[src/rtl/freq_meter_sched.sv]
// freq_meter_sched: measurement scheduler for the frequency meter.
// Runs a repeating WAIT/GATE cycle, counts rising edges of clk_test inside the
// gate and hands each result to the display path over a valid/ready handshake.
// Optional auto-ranging between a long (Hz) and short (kHz) gate is enabled by
// defining FREQ_METER_AUTORANGE_EN; without it the long gate is always used.
module freq_meter_sched #(
    parameter logic [27:0] GATE_LONG_MAX  = 28'd49_999_999,
    parameter logic [27:0] GATE_SHORT_MAX = 28'd49_999,
    parameter logic [27:0] IDLE_MAX       = 28'd12_499_999,
    parameter logic [23:0] DISP_MAX       = 24'd999_999,
    parameter logic [23:0] DOWN_TH        = 24'd900
) (
    input  logic        sys_clk,
    input  logic        sys_rst_n,
    input  logic        clk_test,
    input  logic        meas_en,
    input  logic        data_ready,
    output logic [23:0] data,
    output logic        unit,
    output logic        ovf,
    output logic        data_valid,
    output logic        gate_busy
);

`ifdef FREQ_METER_AUTORANGE_EN
    localparam bit AUTORANGE = 1'b1;
`else
    localparam bit AUTORANGE = 1'b0;
`endif

    typedef enum logic [2:0] {
        ST_IDLE,
        ST_WAIT,
        ST_GATE,
        ST_CALC,
        ST_HOLD
    } state_t;

    state_t      state;
    logic        s0;
    logic        s1;
    logic        s2;
    logic        rise;
    logic        rng;
    logic [27:0] cyc_cnt;
    logic [23:0] edge_cnt;
    logic [27:0] gate_max;

    assign rise     = s1 & ~s2;
    assign gate_max = rng ? GATE_SHORT_MAX : GATE_LONG_MAX;

    // Bring the asynchronous test signal into sys_clk; s2 is the edge-detect history tap.
    always_ff @(posedge sys_clk or negedge sys_rst_n) begin
        if (!sys_rst_n) begin
            s0 <= 1'b0;
            s1 <= 1'b0;
            s2 <= 1'b0;
        end else begin
            s0 <= clk_test;
            s1 <= s0;
            s2 <= s1;
        end
    end

    // Range register: steps up on a Hz overflow, steps back down on a sparse kHz count.
    always_ff @(posedge sys_clk or negedge sys_rst_n) begin
        if (!sys_rst_n) begin
            rng <= 1'b0;
        end else if (AUTORANGE && state == ST_CALC) begin
            if (!rng && edge_cnt > DISP_MAX) begin
                rng <= 1'b1;
            end else if (rng && edge_cnt < DOWN_TH) begin
                rng <= 1'b0;
            end
        end
    end

    // Scheduler FSM with counters and registered result/handshake outputs.
    always_ff @(posedge sys_clk or negedge sys_rst_n) begin
        if (!sys_rst_n) begin
            state      <= ST_IDLE;
            cyc_cnt    <= 28'd0;
            edge_cnt   <= 24'd0;
            data       <= 24'd0;
            unit       <= 1'b0;
            ovf        <= 1'b0;
            data_valid <= 1'b0;
            gate_busy  <= 1'b0;
        end else begin
            case (state)
                ST_IDLE: begin
                    if (meas_en) begin
                        state    <= ST_WAIT;
                        cyc_cnt  <= 28'd0;
                        edge_cnt <= 24'd0;
                    end
                end
                ST_WAIT: begin
                    if (!meas_en) begin
                        state   <= ST_IDLE;
                        cyc_cnt <= 28'd0;
                    end else if (cyc_cnt == IDLE_MAX) begin
                        state     <= ST_GATE;
                        cyc_cnt   <= 28'd0;
                        gate_busy <= 1'b1;
                    end else begin
                        cyc_cnt <= cyc_cnt + 28'd1;
                    end
                end
                ST_GATE: begin
                    if (!meas_en) begin
                        // Abort: the partial count is simply left to be cleared on the next WAIT.
                        state     <= ST_IDLE;
                        cyc_cnt   <= 28'd0;
                        gate_busy <= 1'b0;
                    end else begin
                        if (rise && edge_cnt != 24'hFF_FFFF) begin
                            edge_cnt <= edge_cnt + 24'd1;
                        end
                        if (cyc_cnt == gate_max) begin
                            state     <= ST_CALC;
                            cyc_cnt   <= 28'd0;
                            gate_busy <= 1'b0;
                        end else begin
                            cyc_cnt <= cyc_cnt + 28'd1;
                        end
                    end
                end
                ST_CALC: begin
                    // Saturate to the display limit; unit reports the range this gate used.
                    if (edge_cnt > DISP_MAX) begin
                        data <= DISP_MAX;
                        ovf  <= 1'b1;
                    end else begin
                        data <= edge_cnt;
                        ovf  <= 1'b0;
                    end
                    unit       <= rng;
                    data_valid <= 1'b1;
                    state      <= ST_HOLD;
                end
                ST_HOLD: begin
                    // The handshake always completes before meas_en is honoured.
                    if (data_ready) begin
                        data_valid <= 1'b0;
                        if (meas_en) begin
                            state    <= ST_WAIT;
                            edge_cnt <= 24'd0;
                        end else begin
                            state <= ST_IDLE;
                        end
                    end
                end
                default: begin
                    state <= ST_IDLE;
                end
            endcase
        end
    end

endmodule

[config.mk]
export PLATFORM = sky130hd
export DESIGN_NAME = freq_meter_sched
export DESIGN_NICKNAME = d
export VERILOG_FILES = /design/src/rtl/freq_meter_sched.sv
export SDC_FILE = /design/constraint.sdc
export NUM_CORES = 1
export LEC_CHECK = 0
export BUFFER_PORTS_ARGS = -buffer_cell sky130_fd_sc_hd__buf_2
export CORE_MARGIN = 4
export CORE_UTILIZATION = 54
export CTS_CLUSTER_DIAMETER = 80
export CTS_CLUSTER_SIZE = 24
export DETAILED_ROUTE_END_ITERATION = 7
export PLACE_DENSITY = 0.83
export SLEW_MARGIN = 25
export SYNTH_ARGS = -nofsm -noshare
export SYNTH_HDL_FRONTEND = slang
export SYNTH_SLANG_ARGS = --single-unit
[constraint.sdc]
create_clock -name sys_clk -period 2.35 [get_ports sys_clk]
set_input_delay 0.3525 -clock sys_clk [delete_from_list [all_inputs] [get_ports sys_clk]]
set_output_delay 0.3525 -clock sys_clk [all_outputs]
set_load 0.05 [all_outputs]
==> reports/metrics.cfg <==
[run_status]
status = finished clean

[synth]
synth-seq-cells = 85
async_flop_share = 1.000
synth-compound-area-share = 0.1113
yosysWarnings = 1
ys.flop_type = dfrtp_1
synth-edff-count = 0
synthCells = 394
synth.distinct_cells = 51
syn_avg_cell_area_um2 = 10.16
netlist_area_um2 = 4003
yosys.area_share.simple = 0.2429
ys_seq_area_frac = 0.5314
synth_mux_area_frac = 0.002501
synth-xor-area-share = 0.08096
synth_nets = 401
synthAdderAreaFrac = 0.006252
synth_top_family_by_area = simple AND/OR/NAND/NOR gates

[grt]
grt_max_degree = 56
antenna_found_initial = 0
grt_use_total = 0.2098
grt_pass1_wl_um = 14440
grt-ovfl-total = 0
grt_pass1_vias = 3003

[placed_design]
dp_hpwl_um = 6212
io_buffer_count = 31
place_congestion = 0.8707
place_inst = 532

[detailed_routing]
drt-initial-drc-count = 260
antenna_left = 0
vias_per_cell = 5.832
drc = 0
vias = 3190
wl_per_cell_um = 15.67
finalWirelength_um = 8569
dr.pass1.iters = 4

[critical_path]
critical_path_arrival_ns = 2.47
crit_fanout = 4
reg2reg_from = cyc_cnt[1]$_DFFE_PN0P_
worstSetupStartpointType = flip-flop
cp.required_ns = 2.60
r2r-end = cyc_cnt[15]$_DFFE_PN0P_
path_class = flip-flop to flip-flop
cp_cell_sequence = ha_1 > nand3_1 > or4_4 > nor4_4 > o211a_1 > o22ai_1 > a22o_1
cp_slowest_cell = or4_4
r2r_setup_slack_ns = 0.13
rr_worst_depth = 7
end_kind = flip-flop
crit_path_max_incr_delay_ns = 0.55

[timing]
finalSetupTns_ns = 0
setup_viol = 0
period_share = 0.9437
fin_skew_ns = 0.009012
worstMarginPinSlew_ns = 0.6658
fmax_mhz = 450.9
final_max_slew_viol_count = 0
finalHoldViolCount = 0
slew_headroom = 0.5561
finalCriticalPeriod_ns = 2.218

[power]
finalPower_uw = 2636
vdd_drop_max_uv = 424.9
p_leak_uw = 0.002173
power_density_nw_per_um2 = 572.5

[clock_tree]
htreeDepth = 3
hold_buffers = 0
clock-sinks = 85
cts_root_buffer = clkbuf_8
numCtsBuffers = 9
clkLatencyLatePin_ns = 0.36
max-clock-path-buffers = 2
cts.reportedPaths.clkPinSlew_ns = 0.08
cts_tree = done

[die]
io_pins = 33
dieArea_um2 = 8854
rows = 31
die_y_um = 94.10
core_um2 = 7214
start_util = 0.5548
dieWidth_um = 94.10

[cells_and_area]
area_delta_synth_final_pct = 15.04
diodes = 0
final_nets = 452
fin_cells = 547
drive_above_1_share = 0.1853

[min_path]
worstHoldPathType = primary input to async pin

[job]
drv_cap = 0

[power by group]
| group | switching (µW) | internal, µW |
|---|---|---|
| combinational | 123 | 57.2 |
| sequential | 14.2 | 1470 |
| clock | 494 | 475 |
| total | 631 | 2010 |
[metal layers]
layer  share of wire  GRT usage  vias up
li1                -          -     1505
met1            0.47     0.3023     1564
met2            0.45     0.2992       95
met3           0.046    0.04087       26
met4           0.029     0.1095        0
met5               0          0        -
[cells by family after synthesis]
logic type	Yosys count
xor gates and xnor gates	37
and+or+nand+nor	182
muxes	1
DFF	85
buffers and inverters	23
AOI/OAI and AO/OA	63
adders and majority gates	2
other	1
[metrics by stage]
stage	worst slack [ns]	utilization	hold slack, ns	area [µm²]
6_report	0.1323	0.6382	0.01921	4604
5_1_grt	-0.001224	0.6382	0.06480	4604
2_1_floorplan	0.1499	-	0.05691	4003
4_1_cts	0.02006	0.6328	0.03850	4566
3_3_place_gp	0.1309	0.6082	0.3357	4388
3_5_place_dp	0.03034	0.6082	0.3440	4388
[registers in the layout (all words and copies together) (netlist names)]
signal,flops
cyc_cnt,28
data,24
data_valid,1
edge_cnt,24
gate_busy,1
ovf,1
s0,1
s1,1
s2,1
state,3
[how the worst max path moves through the flow]
stage / from / to / slack (ns) / depth (start not counted)
after floorplan: cyc_cnt[0]$_DFFE_PN0P_ / cyc_cnt[15]$_DFFE_PN0P_ / 0.15 / 7
after global placement: cyc_cnt[26]$_DFFE_PN0P_ / cyc_cnt[15]$_DFFE_PN0P_ / 0.13 / 6
after detailed placement: cyc_cnt[0]$_DFFE_PN0P_ / cyc_cnt[15]$_DFFE_PN0P_ / 0.03 / 7
after CTS: cyc_cnt[0]$_DFFE_PN0P_ / cyc_cnt[15]$_DFFE_PN0P_ / 0.02 / 7
after global routing: cyc_cnt[1]$_DFFE_PN0P_ / cyc_cnt[15]$_DFFE_PN0P_ / -0.001 / 7
final: cyc_cnt[1]$_DFFE_PN0P_ / cyc_cnt[15]$_DFFE_PN0P_ / 0.13 / 7
[cells in the final DEF (no fill, tap or decap), types with 2 or more instances in the layout]
cell	n
dfrtp_1	85
nor2_1	53
xor2_1	30
buf_2	30
nand2_1	27
buf_4	24
nand4_1	22
nand3_1	21
a21oi_1	13
o21ai_0	13
o22a_1	12
and3_1	10
a22o_1	9
inv_1	9
clkbuf_8	9
or3_1	7
xnor2_1	7
and2_1	6
nor3_1	5
and4_1	5
nor3b_1	4
nor2b_1	4
nor4_1	3
clkinv_2	3
or2_2	2
nand2b_1	2
nor4b_1	2
a21o_1	2
o31ai_1	2
ha_1	2
[worst max-delay path: cells and delay by family (launching register included)]
family	cells	cell delay, ns
AO/OA/AOI/OAI	3	0.56
flip-flops	1	0.40
adder cells (fa/ha/maj)	1	0.21
AND/OR/NAND/NOR	3	0.96
[Yosys cell counts, types with 2 or more instances]
master / count / area, µm²
a21oi_1: 13 / 65.06
or2_2: 2 / 12.51
and2_1: 6 / 37.54
nand4_1: 22 / 137.6
and4_1: 5 / 43.79
or3_1: 7 / 43.79
dfrtp_1: 85 / 2127
o22a_1: 12 / 105.1
nor2_1: 53 / 198.9
nand2_1: 27 / 101.4
a21o_1: 2 / 15.01
o21ai_0: 13 / 65.06
inv_1: 9 / 33.78
o31ai_1: 2 / 15.01
nor2b_1: 4 / 25.02
nor3b_1: 4 / 30.03
xor2_1: 30 / 262.8
buf_2: 4 / 20.02
xnor2_1: 7 / 61.31
nor4b_1: 3 / 26.28
nor3_1: 5 / 25.02
and3_1: 10 / 62.56
nand2b_1: 2 / 12.51
nand3_1: 21 / 105.1
clkbuf_1: 9 / 33.78
a22o_1: 9 / 78.83
nor4_1: 3 / 18.77
ha_1: 2 / 25.02
[layout make-up]
class / instances / area [µm²]
tap: 99 / 123.9
clock buffer: 9 / 123.9
fill: 574 / 2610
timing repair buffer: 54 / 330.3
sequential: 85 / 2127
clock inverter: 5 / 53.80
multi-input combinational: 286 / 1812
inverter: 9 / 33.78
[timing repair]
| action | in CTS | in global routing |
|---|---|---|
| gates resized for setup | 0 | 5 |
| buffers inserted | 0 | 1 |
| setup endpoints to repair | 0 | 28 |
No activity file was read; power rests on OpenSTA's default activity.
